<file path="config.mk">
export PLATFORM = sky130hd
export DESIGN_NAME = vend_dispense_scheduler
export DESIGN_NICKNAME = d
export VERILOG_FILES = /design/src/rtl/vend_pkg.sv /design/src/rtl/vend_stock_bank.sv /design/src/rtl/vend_dispense_scheduler.sv
export SDC_FILE = /design/constraint.sdc
export NUM_CORES = 1
export LEC_CHECK = 0
export ABC_AREA = 1
export BUFFER_PORTS_ARGS = -buffer_cell sky130_fd_sc_hd__buf_4
export CAP_MARGIN = 20
export CORE_ASPECT_RATIO = 0.8
export CORE_UTILIZATION = 64
export DETAILED_ROUTE_END_ITERATION = 10
export PLACE_DENSITY = 0.95
export SLEW_MARGIN = 25
export SYNTH_ARGS = -nofsm -noshare
export SYNTH_HDL_FRONTEND = slang
export SYNTH_SLANG_ARGS = --single-unit
export TNS_END_PERCENT = 1
</file>
<file path="constraint.sdc">
create_clock -name clk -period 6.45 [get_ports clk]
set_input_delay 0.645 -clock clk [delete_from_list [all_inputs] [get_ports clk]]
set_output_delay 0.645 -clock clk [all_outputs]
set_load 0.02 [all_outputs]
</file>
<file path="src/rtl/vend_pkg.sv">
// Shared definitions for the vending dispense scheduler: coin codes, coin values
// and the controller state encoding.
package vend_pkg;

    localparam logic [1:0] COIN_NONE = 2'b00;
    localparam logic [1:0] COIN_1    = 2'b01;
    localparam logic [1:0] COIN_2    = 2'b10;
    localparam logic [1:0] COIN_5    = 2'b11;

    typedef enum logic [1:0] {
        ST_IDLE     = 2'd0,
        ST_DISPENSE = 2'd1,
        ST_CHANGE   = 2'd2
    } vend_state_e;

    function automatic logic [2:0] coin_value(input logic [1:0] code);
        case (code)
            COIN_1:  return 3'd1;
            COIN_2:  return 3'd2;
            COIN_5:  return 3'd5;
            default: return 3'd0;
        endcase
    endfunction

endpackage

</file>
<file path="src/rtl/vend_stock_bank.sv">
// Per-lane saturating stock counters; a vend decrement and a restock may land on
// the same lane in the same cycle.
module vend_stock_bank
    import vend_pkg::*;
#(
    parameter int NUM_LANES  = 4,
    parameter int LANE_W     = 2,
    parameter int STOCK_W    = 4,
    parameter int INIT_STOCK = 2
) (
    input  logic                 clk,
    input  logic                 rst,
    input  logic                 dec_i,
    input  logic [LANE_W-1:0]    dec_lane_i,
    input  logic                 refill_i,
    input  logic [LANE_W-1:0]    refill_lane_i,
    input  logic [STOCK_W-1:0]   refill_cnt_i,
    input  logic [LANE_W-1:0]    query_lane_i,
    output logic [NUM_LANES-1:0] zero_o,
    output logic                 avail_o
);

    localparam int PAD_W = 1 << LANE_W;
    localparam logic [STOCK_W:0] SAT = {1'b0, {STOCK_W{1'b1}}};

    logic [PAD_W-1:0] zero_pad;

    for (genvar g = 0; g < NUM_LANES; g++) begin : g_lane
        logic               dec_hit;
        logic               ref_hit;
        logic [STOCK_W:0]   sum;
        logic [STOCK_W-1:0] stock_q;
        logic [STOCK_W-1:0] stock_d;

        assign dec_hit = dec_i && (dec_lane_i == LANE_W'(g));
        assign ref_hit = refill_i && (refill_lane_i == LANE_W'(g));
        // Decrement is only issued for nonzero stock, so the subtraction never wraps.
        assign sum     = {1'b0, stock_q}
                       + (ref_hit ? {1'b0, refill_cnt_i} : '0)
                       - {{STOCK_W{1'b0}}, dec_hit};
        assign stock_d = (sum > SAT) ? SAT[STOCK_W-1:0] : sum[STOCK_W-1:0];

        always_ff @(posedge clk) begin
            if (rst) begin
                stock_q <= STOCK_W'(INIT_STOCK);
            end else begin
                stock_q <= stock_d;
            end
        end

        assign zero_o[g] = (stock_q == '0);
    end

    // Lanes beyond NUM_LANES read as empty so an invalid selection is refused.
    always_comb begin
        zero_pad                 = '1;
        zero_pad[NUM_LANES-1:0]  = zero_o;
    end

    assign avail_o = ~zero_pad[query_lane_i];

endmodule

</file>
<file path="src/rtl/vend_dispense_scheduler.sv">
// Vending controller: coin credit, lane selection arbitration, timed dispense and
// unit-coin change payout.
//
//   state       | meaning
//   ST_IDLE     | accepting coins, selections and cancel
//   ST_DISPENSE | one lane motor enabled for DISPENSE_CYC cycles
//   ST_CHANGE   | paying one unit coin per cycle until credit is 0
module vend_dispense_scheduler
    import vend_pkg::*;
#(
    parameter int NUM_LANES    = 4,
    parameter int LANE_W       = 2,
    parameter int PRICE        = 4,
    parameter int MAX_CREDIT   = 20,
    parameter int CREDIT_W     = 5,
    parameter int STOCK_W      = 4,
    parameter int INIT_STOCK   = 2,
    parameter int DISPENSE_CYC = 3
) (
    input  logic                 clk,
    input  logic                 rst,
    input  logic [1:0]           coin_in,
    input  logic                 sel_valid,
    input  logic [LANE_W-1:0]    sel_lane,
    input  logic                 cancel,
    input  logic                 refill_valid,
    input  logic [LANE_W-1:0]    refill_lane,
    input  logic [STOCK_W-1:0]   refill_cnt,
    output logic                 coin_reject,
    output logic                 err_pulse,
    output logic                 busy,
    output logic [NUM_LANES-1:0] dispense_en,
    output logic                 change_out,
    output logic [CREDIT_W-1:0]  credit,
    output logic [NUM_LANES-1:0] sold_out
);

    localparam int CSUM_W = CREDIT_W + 1;
    localparam int CNT_W  = $clog2(DISPENSE_CYC) + 1;
    localparam logic [CREDIT_W-1:0] PRICE_C  = CREDIT_W'(PRICE);
    localparam logic [CSUM_W-1:0]   MAX_C    = CSUM_W'(MAX_CREDIT);
    localparam logic [CNT_W-1:0]    CNT_LAST = CNT_W'(DISPENSE_CYC - 1);

    vend_state_e            state_q, state_d;
    logic [CREDIT_W-1:0]    credit_q, credit_d;
    logic [CNT_W-1:0]       cnt_q, cnt_d;
    logic [LANE_W-1:0]      lane_q, lane_d;
    logic                   coin_reject_q, coin_reject_d;
    logic                   err_pulse_q, err_pulse_d;
    logic                   busy_q;
    logic                   change_out_q;
    logic [NUM_LANES-1:0]   dispense_en_q, dispense_en_d;
    logic [CSUM_W-1:0]      credit_sum;
    logic                   coin_present;
    logic                   dec_en;
    logic                   lane_avail;

    assign coin_present = (coin_in != COIN_NONE);
    assign credit_sum   = {1'b0, credit_q} + CSUM_W'(coin_value(coin_in));

    always_comb begin
        state_d       = state_q;
        credit_d      = credit_q;
        cnt_d         = cnt_q;
        lane_d        = lane_q;
        coin_reject_d = 1'b0;
        err_pulse_d   = 1'b0;
        dec_en        = 1'b0;
        unique case (state_q)
            ST_IDLE: begin
                if (cancel) begin
                    coin_reject_d = coin_present;
                    if (credit_q != '0) begin
                        state_d = ST_CHANGE;
                    end
                end else if (sel_valid) begin
                    coin_reject_d = coin_present;
                    if (lane_avail && (credit_q >= PRICE_C)) begin
                        credit_d = credit_q - PRICE_C;
                        dec_en   = 1'b1;
                        lane_d   = sel_lane;
                        cnt_d    = CNT_LAST;
                        state_d  = ST_DISPENSE;
                    end else begin
                        err_pulse_d = 1'b1;
                    end
                end else if (coin_present) begin
                    if (credit_sum <= MAX_C) begin
                        credit_d = credit_sum[CREDIT_W-1:0];
                    end else begin
                        coin_reject_d = 1'b1;
                    end
                end
            end
            ST_DISPENSE: begin
                coin_reject_d = coin_present;
                err_pulse_d   = sel_valid;
                if (cnt_q == '0) begin
                    state_d = (credit_q != '0) ? ST_CHANGE : ST_IDLE;
                end else begin
                    cnt_d = cnt_q - 1'b1;
                end
            end
            ST_CHANGE: begin
                coin_reject_d = coin_present;
                err_pulse_d   = sel_valid;
                credit_d      = credit_q - 1'b1;
                if (credit_q == CREDIT_W'(1)) begin
                    state_d = ST_IDLE;
                end
            end
            default: state_d = ST_IDLE;
        endcase

        dispense_en_d = '0;
        if (state_d == ST_DISPENSE) begin
            dispense_en_d = NUM_LANES'(1) << lane_d;
        end
    end

    always_ff @(posedge clk) begin
        if (rst) begin
            state_q       <= ST_IDLE;
            credit_q      <= '0;
            cnt_q         <= '0;
            lane_q        <= '0;
            coin_reject_q <= 1'b0;
            err_pulse_q   <= 1'b0;
            busy_q        <= 1'b0;
            change_out_q  <= 1'b0;
            dispense_en_q <= '0;
        end else begin
            state_q       <= state_d;
            credit_q      <= credit_d;
            cnt_q         <= cnt_d;
            lane_q        <= lane_d;
            coin_reject_q <= coin_reject_d;
            err_pulse_q   <= err_pulse_d;
            busy_q        <= (state_d != ST_IDLE);
            change_out_q  <= (state_d == ST_CHANGE);
            dispense_en_q <= dispense_en_d;
        end
    end

    vend_stock_bank #(
        .NUM_LANES  (NUM_LANES),
        .LANE_W     (LANE_W),
        .STOCK_W    (STOCK_W),
        .INIT_STOCK (INIT_STOCK)
    ) u_stock (
        .clk           (clk),
        .rst           (rst),
        .dec_i         (dec_en),
        .dec_lane_i    (sel_lane),
        .refill_i      (refill_valid),
        .refill_lane_i (refill_lane),
        .refill_cnt_i  (refill_cnt),
        .query_lane_i  (sel_lane),
        .zero_o        (sold_out),
        .avail_o       (lane_avail)
    );

    assign coin_reject = coin_reject_q;
    assign err_pulse   = err_pulse_q;
    assign busy        = busy_q;
    assign change_out  = change_out_q;
    assign dispense_en = dispense_en_q;
    assign credit      = credit_q;

endmodule

</file>
Word level (Yosys, flattened, before mapping) --
Cells that the tools add are included.
Cells by class: $add $sub $neg 12, multipliers 0, div/mod/pow operators 0, order comparisons 7, equal/unequal tests 21, shift-type cells 1, mux-type cells 47, bitwise logic cells 2, reduce and logical (&&, ||, !) cells 30
Operators by type and width (number):
- two-way mux 4 bit | 8
- two-way mux 5 bit | 5
- two-way mux 2 bit | 11
- adder 4 x 5 -> 5 bit | 4
- greater-than comparator 5 x 4 -> 1 bit, second input constant | 4
- subtractor 5 x 1 -> 5 bit | 4
- == test 2 bit, second input constant | 8
- logical NOT 4 bit | 4
- two-way mux 1 bit | 12
- two-way mux 3 bit | 4
- OR reduction 2 bit | 6
- == test 2 x 1 -> 1 bit, second input constant | 5
- case mux 5 bit (2 select lines) | 1
- AND reduction 5 bit | 2
- logical AND 1 bit | 9
- != test 3 bit, second input constant | 3
- case mux 3 bit (3 select lines) | 1
- != test 2 bit, second input constant | 4
- nonzero test 2 bit | 4
- adder 5 x 3 -> 6 bit | 1
- less-or-equal comparator 6 x 5 -> 1 bit, second input constant | 1
- logical NOT 2 bit | 3
- case mux 2 bit (3 select lines) | 1
- case mux 3 bit (2 select lines) | 1
- other kinds (12) | 14
Word-level totals: flip-flop bits (word level) 36, latch bits 0, bits in writable memories 0, ROM bits 0, input bits 15, output and inout bits 17, logic and storage cells 137, memories kept 0

Longest topological paths before layout --
Gate-level depths: netlist of the first run.
depth in word-level cells 13, depth in mapped cells 23, mapped depth without buffers 22

Hierarchy --
Synthesis of the first run repeated with hierarchy kept, for this count alone.
Second synthesis, totals: cells, all modules 467, area, all modules 3179.3 µm²
Modules (own cells, without submodules):
- vend_stock_bank | instances 1, cells each 268, area each 1771.7 µm², sequential area each 320.3 µm²
- vend_dispense_scheduler | instances 1, cells each 199, area each 1407.6 µm², sequential area each 400.4 µm²

Worst setup path before layout of the first run --
No wires, ideal clock.
path kind register -> register, from register credit_q[3] (netlist: credit[3]), to register u_stock.g_lane[1].stock_q[0], setup time 0.115 ns, arrival time 2.970 ns, data required time 6.335 ns, setup slack 3.364 ns, stages on the path, launching flop included 24, path buffers 1, period minus slack after synthesis 3.086 ns, path through dfxtp_1 > buf_2 > inv_1 > ha_1 > nand2_1 > nand3_2 > nand2_2 > nor2_4 > nand3_4 > inv_2 > nand2_1 > nor2_1 > ha_1 > inv_1 > ha_1 > inv_1 > fa_1 > nor2_1 > nor2_1 > o21bai_1 > xnor2_1 > inv_1 > o21ai_0 > inv_1
On the way: cells in the longest elaborated chain, start to end 10
RTL lines:
- start, declared | line vend_dispense_scheduler.sv:45 | logic [CREDIT_W-1:0] credit_q, credit_d;
- start signal, assigned | line vend_dispense_scheduler.sv:134 | credit_q <= credit_d;
- greater-or-equal comparator 5 x 3 -> 1 bit * | line vend_dispense_scheduler.sv:78 | if (lane_avail && (credit_q >= PRICE_C)) begin
- logical AND 1 bit * | line vend_dispense_scheduler.sv:78
- two-way mux 1 bit * | line vend_dispense_scheduler.sv:78
- two-way mux 1 bit * | line vend_dispense_scheduler.sv:76 | end else if (sel_valid) begin
- two-way mux 1 bit * | line vend_dispense_scheduler.sv:71 | if (cancel) begin
- two-way mux 1 bit * | line vend_dispense_scheduler.sv:69 | unique case (state_q)
- logical AND 1 bit * | line vend_stock_bank.sv:35 | assign dec_hit = dec_i && (dec_lane_i == LANE_W'(g));
- subtractor 5 x 1 -> 5 bit * | line vend_stock_bank.sv:40 | - {{STOCK_W{1'b0}}, dec_hit};
- greater-than comparator 5 x 4 -> 1 bit | line vend_stock_bank.sv:41 | assign stock_d = (sum > SAT) ? SAT[STOCK_W-1:0] : sum[STOCK_W-1:0];
- two-way mux 4 bit * | line vend_stock_bank.sv:41
- end signal, assigned | line vend_stock_bank.sv:45 | stock_q <= STOCK_W'(INIT_STOCK);
- end signal, assigned | line vend_stock_bank.sv:47 | stock_q <= stock_d;
- end, declared | line vend_stock_bank.sv:32 | logic [STOCK_W-1:0] stock_q;
Mark *: on every way between the ends. The rest lies on a longest branch, timed or not. A chain may end at the register's enable or synchronous reset.

Worst setup path after layout of the first run --
from register credit_q[1] (netlist: credit[1]), to register u_stock.g_lane[0].stock_q[2]
On the way: cells in the longest elaborated chain, start to end 10
RTL lines (line):
- greater-or-equal comparator 5 x 3 -> 1 bit * | vend_dispense_scheduler.sv:78
- logical AND 1 bit * | vend_dispense_scheduler.sv:78
- two-way mux 1 bit * | vend_dispense_scheduler.sv:78
- two-way mux 1 bit * | vend_dispense_scheduler.sv:76
- two-way mux 1 bit * | vend_dispense_scheduler.sv:71
- two-way mux 1 bit * | vend_dispense_scheduler.sv:69
- logical AND 1 bit * | vend_stock_bank.sv:35
- subtractor 5 x 1 -> 5 bit * | vend_stock_bank.sv:40
- greater-than comparator 5 x 4 -> 1 bit | vend_stock_bank.sv:41
- two-way mux 4 bit * | vend_stock_bank.sv:41
- end signal, assigned | vend_stock_bank.sv:45
- end signal, assigned | vend_stock_bank.sv:47
- end, declared | vend_stock_bank.sv:32
Marks and branches as above.

==> results of run 1 <==
==> layout by cell type (no fill, tap or decap) <==
cell type	netlist	layout
nand3_1	19	19
nor2_4	2	2
nor3_2	3	3
clkinv_4	0	1
ha_1	46	46
nor4_1	7	7
o21bai_1	5	5
dfxtp_1	36	36
o21a_1	1	1
nand2_2	4	4
nor2_1	58	58
inv_1	107	107
nand2_1	61	61
o21ai_0	19	19
o21ai_1	1	1
a21oi_2	3	3
nor3_4	1	1
nand4_1	2	2
or2_2	1	1
clkinv_2	0	2
nand3_2	4	4
nand3_4	1	1
nand3b_1	1	1
clkinv_1	1	1
o21ai_2	2	2
fa_1	5	5
a21oi_1	26	26
buf_4	1	31
clkbuf_8	0	5
inv_2	5	5
xnor2_1	6	6
xor2_1	5	5
nor3_1	6	6
==> final cells by class <==
class / instances / share of cell area (%)
clock buffers: 5 / 2.01
clock inverters: 3 / 0.548
multi-input cells: 289 / 55.0
repair buffers: 31 / 6.80
inverters: 113 / 12.4
well taps: 60 / 2.19
flip-flops and latches: 36 / 21.0
==> critical path: stages, from the launching register on <==
cell and delay (ps):
dfxtp_1 350, inv_1 170, ha_1 200, nand2_1 70, nand3_2 80, nand2_2 70
nor2_4 130, nand3_4 140, nor3_1 220, ha_1 280, inv_1 60, ha_1 160
inv_1 60, fa_1 380, nor2_1 150, nor2_1 60, o21bai_1 180, xnor2_1 210
o21ai_0 140, nand2_1 80, inv_1 50
==> power groups by stage <==
stage | clock, mW | sequential [mW] | combinational [mW]
4_1_cts | 0.164 | 0.365 | 0.940
3_3_place_gp | 0 | 0.365 | 0.890
2_1_floorplan | 0 | 0.377 | 0.695
6_report | 0.161 | 0.367 | 0.959
3_5_place_dp | 0 | 0.368 | 0.928
5_1_grt | 0.175 | 0.374 | 1.07
==> layer usage <==
metal / track usage (%) / vias up / part of all wire, %
li1: - / 1441 / -
met3: 5.86 / 30 / 7.3
met5: 0 / - / 0
met1: 38.4 / 1287 / 45
met2: 48.8 / 122 / 45
met4: 12.7 / 0 / 3.2
==> state kept, by name, indices dropped and copies added, names as in the netlist <==
register                cells
change_out                  1
dispense_en                 4
err_pulse                   1
state_q                     2
lane_q                      2
u_stock.g_lane.stock_q     16
cnt_q                       3
coin_reject                 1
credit                      5
busy                        1
==> per-stage QoR <==
stage | util, % | setup WS, ps | power (mW) | hold WS (ps) | cells
global placement | 72.6 | 3160 | 1.26 | 453 | 529
detailed placement | 72.6 | 3040 | 1.30 | 463 | 529
finish | 74.5 | 3110 | 1.49 | 477 | 537
global route | 74.5 | 2760 | 1.62 | 492 | 537
floorplan | - | 3360 | 1.07 | 443 | 443
CTS | 74.5 | 3100 | 1.47 | 475 | 537
==> worst max path at each step <==
stage | startpoint | end | slack (ps) | cells past startpoint
floorplan | credit[3] | u_stock.g_lane[1].stock_q[0] | 3360 | 23
global route | state_q[1] | u_stock.g_lane[0].stock_q[2] | 2760 | 18
detailed placement | sel_lane[1] | u_stock.g_lane[0].stock_q[2] | 3040 | 19
CTS | credit[1] | u_stock.g_lane[0].stock_q[2] | 3100 | 20
finish | credit[1] | u_stock.g_lane[0].stock_q[2] | 3110 | 20
global placement | sel_valid | u_stock.g_lane[1].stock_q[2] | 3160 | 19
==> cell families (layout without fill, tap and decap cells) <==
| kind of cell | count (synthesis) | in the layout | share of synthesized area (%) |
|---|---|---|---|
| compound gates | 57 | 57 | 10.5 |
| xor+xnor | 11 | 11 | 3.16 |
| fa+ha+maj | 51 | 51 | 22.1 |
| buf+inv | 118 | 152 | 14.7 |
| flops | 36 | 36 | 23.6 |
| simple gates | 170 | 170 | 26.0 |
==> impl_metrics.csv, run 1 <==
group,metric,value,unit
status,status,"finished, final reports clean",
logic_synthesis,yosys.area.top_type_share,23.6,%
logic_synthesis,synth_edf_count,0,
power,internal_power,0.744,mW
worst_setup_path,r2r_cells,20,
global_route,grt_use_total,29.9,%
timing,finalCritPeriodShare,51.8,%
timing,maxSlewViolCount,0,
worst_setup_path,cp_max_fo,8,
layout,diodes,0,
floorplan,ios,32,
worst_setup_path,required,6640,ps
worst_setup_path,r2r_end,"u_stock.g_lane[0].stock_q[2]",
route,drc,0,
global_route,grt_max_degree,19,
floorplan,die_w,79.2,um
logic_synthesis,synth_nets,509,
logic_synthesis,synthFlopType,"dfxtp_1",
logic_synthesis,synthArstFlopShare,0,%
power,comb_power_share,64.4,%
worst_setup_path,cp-end-kind,"flop",
worst_setup_path,timing.rr.start,"credit[1]",
timing,slew-limit-headroom,61.1,%
hold_path,worst_hold_path.endpoint,"cnt_q[0]",
logic_synthesis,syn_area,0.00305,sq mm
worst_setup_path,arrival,3540,ps
layout,drive_above_1_share,13.6,%
placement,dp_hpwl,5540,um
timing,fin_tns_setup,0,ps
power,seqPwrFrac,24.7,%
power,p_per_area,434,mW/mm^2
power,clkPwrFrac,10.9,%
timing,rsz0062_at_grt,"false",
route,num_vias,2880,
layout,syn_to_final_growth,12.2,%
logic_synthesis,synth.most_common_cell,"inv_1",
global_route,grt.overflow.total,0,
floorplan,initial_utilization,66.4,%
timing,clock_skew,5.91,ps
route,antenna_left,0,
placement,port_buffers,31,
worst_setup_path,reg2reg_slack,3110,ps
floorplan,die_h,63.8,um
power,p_sw,0.744,mW
global_route,grt_antenna_before_repair,0,
layout,num-nets-final,542,
clocking,h-tree-depth,2,
timing,worst_pin_slew,580,ps
logic_synthesis,synth_common_cells,"inv_1, nand2_1, nor2_1",
layout,design_area,0.00342,sq mm
hold_path,min_path_type,"flop to flop",
logic_synthesis,synth_cell_types,32,
logic_synthesis,ys_warn_count,0,
worst_setup_path,start_kind,"flop",
clocking,cts_hold_buf,0,
power,ir_worst_vdd,306,uV
floorplan,die-area,0.00505,sq mm
timing,max_freq,299,MHz
layout,fill_cells,343,
route,vias_per_cell,5.36,
worst_setup_path,critPathKind,"flop to flop",
placement,dpl_cell_area,0.00334,sq mm
clocking,cts_resized,0,
clocking,cts.sinks,36,
floorplan,core-area,0.00460,sq mm
route,first_pass_iters,5,
route,first_iter_violations,242,
clocking,cts_buffers,5,
job,max-cap-violations,0,
hold_path,hp-start,"cnt_q[0]",
clocking,cts-root-buf,"clkbuf_8",
placement,gp_congestion,0.987,
hold_path,whs_path_depth,2,
floorplan,rows,22,
layout,register_area,721,sq um
power,p_sw_share,50.0,%
timing,hold_violations,0,
clocking,clk_pin_slew,80,ps
clocking,cts.path.max_buffers,2,
clocking,cts_setup_buffers,0,
logic_synthesis,syn_area_per_cell,6.89,sq um
power,leakage,1.86,nW
logic_synthesis,yosysSeqAreaShare,23.6,%
logic_synthesis,synth_top_area_cell,"dfxtp_1",
logic_synthesis,netlist_instances,443,
layout,multi_input_comb_area,0.00188,sq mm
timing,fin_crit,3340,ps
clocking,insertion_delay,300,ps
logic_synthesis,synthTopCellsByArea,"dfxtp_1, ha_1, inv_1",
global_route,grt_pass1_wl,11600,um
clocking,cts_tree,"done",
logic_synthesis,ys_ff_latch,36,
route,wl,7080,um
timing,setup_violations,0,
route,wl_per_cell,13.2,um
global_route,grt_pass1_vias,2677,
No activity file was read; power rests on OpenSTA's default activity.
==> inputs of run 2 (changes only) <==
--- a/config.mk
+++ b/config.mk
@@ -9,9 +9,9 @@
 export BUFFER_PORTS_ARGS = -buffer_cell sky130_fd_sc_hd__buf_4
 export CAP_MARGIN = 20
 export CORE_ASPECT_RATIO = 0.8
-export CORE_UTILIZATION = 64
+export CORE_UTILIZATION = 54
 export DETAILED_ROUTE_END_ITERATION = 10
-export PLACE_DENSITY = 0.95
+export PLACE_DENSITY = 0.87
 export SLEW_MARGIN = 25
 export SYNTH_ARGS = -nofsm -noshare
 export SYNTH_HDL_FRONTEND = slang
==> constraint.sdc (replaced) <==
create_clock -name clk -period 3 [get_ports clk]
set_input_delay 0.3 -clock clk [delete_from_list [all_inputs] [get_ports clk]]
set_output_delay 0.3 -clock clk [all_outputs]
set_load 0.02 [all_outputs]
==> run 2 against run 1 <==
Clock skew barely moved. Non-clock buffer count increased by 31. Setup slack worse by 3100 ps. Cell area grew 11%.
==> impl_metrics.csv, run 2 (same netlist as run 1, synthesis figures left out) <==
group,metric,value,unit
timing,slew-limit-headroom,61.5,%
power,p_per_area,972,mW/mm^2
layout,num-nets-final,573,
timing,maxSlewViolCount,0,
route,wl,7930,um
worst_setup_path,cp_max_fo,5,
layout,design_area,0.00379,sq mm
layout,final_common_cell,"inv_1",
route,drc,0,
layout,largest_reg_flops,16,
timing,finalCritPeriodShare,99.9,%
worst_setup_path,reg2reg_slack,4,ps
clocking,h-tree-depth,2,
clocking,cts_hold_buf,0,
global_route,grt_use_total,28.2,%
worst_setup_path,arrival,3190,ps
placement,dp_hpwl,5570,um
timing,rsz0062_at_grt,"true",
route,antenna_left,0,
placement,port_buffers,31,
clocking,clk_pin_slew,80,ps
layout,diodes,0,
timing,fin_crit,3000,ps
job,max-cap-violations,0,
layout,fill_cells,398,
clocking,cts_buffers,5,
hold_path,min_path_type,"input pin to flop",
timing,hold_slack,285,ps
global_route,grt_max_degree,19,
worst_setup_path,critPathKind,"flop to flop",
layout,regMostFlops,"u_stock.g_lane.stock_q",
route,first_pass_iters,5,
layout,layout_common_cells,"inv_1, buf_4, nand2_1",
placement,dpl_cell_area,0.00348,sq mm
floorplan,core-area,0.00544,sq mm
floorplan,ios,32,
timing,max_freq,334,MHz
clocking,cts-root-buf,"clkbuf_8",
route,first_iter_violations,197,
timing,hold_violations,0,
power,ir_worst_vdd,418,uV
global_route,grt_antenna_before_repair,0,
clocking,insertion_delay,300,ps
clocking,cts_tree,"done",
floorplan,initial_utilization,56.2,%
timing,worst_pin_slew,574,ps
route,wl_per_cell,13.5,um
layout,drive_above_1_share,25.6,%
global_route,grt.overflow.total,0,
worst_setup_path,cp-end-kind,"flop",
status,status,"finished, final reports clean",
power,leakage,2.03,nW
floorplan,die-area,0.00596,sq mm
timing,setup_violations,0,
route,vias_per_cell,5.18,
layout,syn_to_final_growth,24.3,%
worst_setup_path,required,3190,ps
placement,gp_congestion,0.995,
clocking,cts.path.max_buffers,2,
clocking,cts.sinks,36,
timing,clock_skew,6.32,ps
floorplan,die_w,86.1,um
global_route,grt_pass1_wl,13400,um
placement,dp.cells,562,
worst_setup_path,start_kind,"flop",
global_route,grt_pass1_vias,3042,
floorplan,die_h,69.3,um
layout,stdcell_count,586,
route,num_vias,3035,
timing,fin_tns_setup,0,ps
floorplan,rows,24,
==> run 2: cell types whose count changed in the layout (fill, tap and decap cells not counted), sizes merged <==
| cell | before | now |
|---|---|---|
| buf | 31 | 62 |
==> run 2: where the power goes <==
| group | internal, mW | leakage [nW] | switching (mW) |
|---|---|---|---|
| clock | 0.162 | 0.0479 | 0.192 |
| sequential | 0.654 | 0.299 | 0.104 |
| combinational | 1.09 | 1.68 | 1.49 |
==> run 2: worst paths after layout <==
kind | from | end | cells after the start
worst max register to register | credit[0] | u_stock.g_lane[1].stock_q[2] | 24
worst max-delay path | credit[0] | u_stock.g_lane[1].stock_q[2] | 24
worst min-delay path | rst | lane_q[1] | 2
worst min register to register | cnt_q[0] | cnt_q[0] | 2
==> run 2: final cells by class <==
class	count	area (sq um)	area share (%)
Clock buffer	5	68.8	1.81
Clock inverter	3	18.8	0.495
Inverter	113	427	11.2
Multi-Input combinational cell	289	1990	52.4
Sequential cell	36	728	19.2
Tap cell	78	97.6	2.57
Timing Repair Buffer	62	465	12.3
==> run 2: critical path, stage by stage, from the launching register on <==
cell	delay [ps]
dfxtp_2	330
inv_2	70
ha_4	130
nand2_1	60
nand3_2	70
nand2_2	70
nor2_4	130
nand3_4	120
inv_4	80
nand2_2	60
nor2_2	80
ha_1	220
inv_1	60
ha_2	180
inv_2	40
fa_2	360
nor2_4	110
buf_4	110
buf_4	90
buf_4	90
buf_4	90
buf_4	100
o21ai_2	70
nand2_1	100
inv_1	60
==> run 2: repair_timing <==
action	CTS	global route
hold endpoints to repair	0	0
setup buffers	11	5
pin swaps	14	12
resized for setup	21	16
setup endpoints to repair	10	13
==> run 2: stage by stage <==
| stage | util [%] | power (mW) | setup WS (ps) |
|---|---|---|---|
| floorplan | - | 2.33 | 4.60 |
| global placement | 64.0 | 2.81 | 80.3 |
| detailed placement | 64.0 | 2.91 | -117 |
| CTS | 68.3 | 3.47 | 8.23 |
| global route | 69.8 | 4.02 | -118 |
| finish | 69.8 | 3.69 | 3.79 |
==> run 2: per-layer routing <==
layer	vias up	share of wire [%]	track usage (%)
met5	-	0	0
met4	0	3.1	11.5
met3	31	4.6	5.48
met2	102	50	49.3
met1	1403	43	33.7
li1	1499	-	-
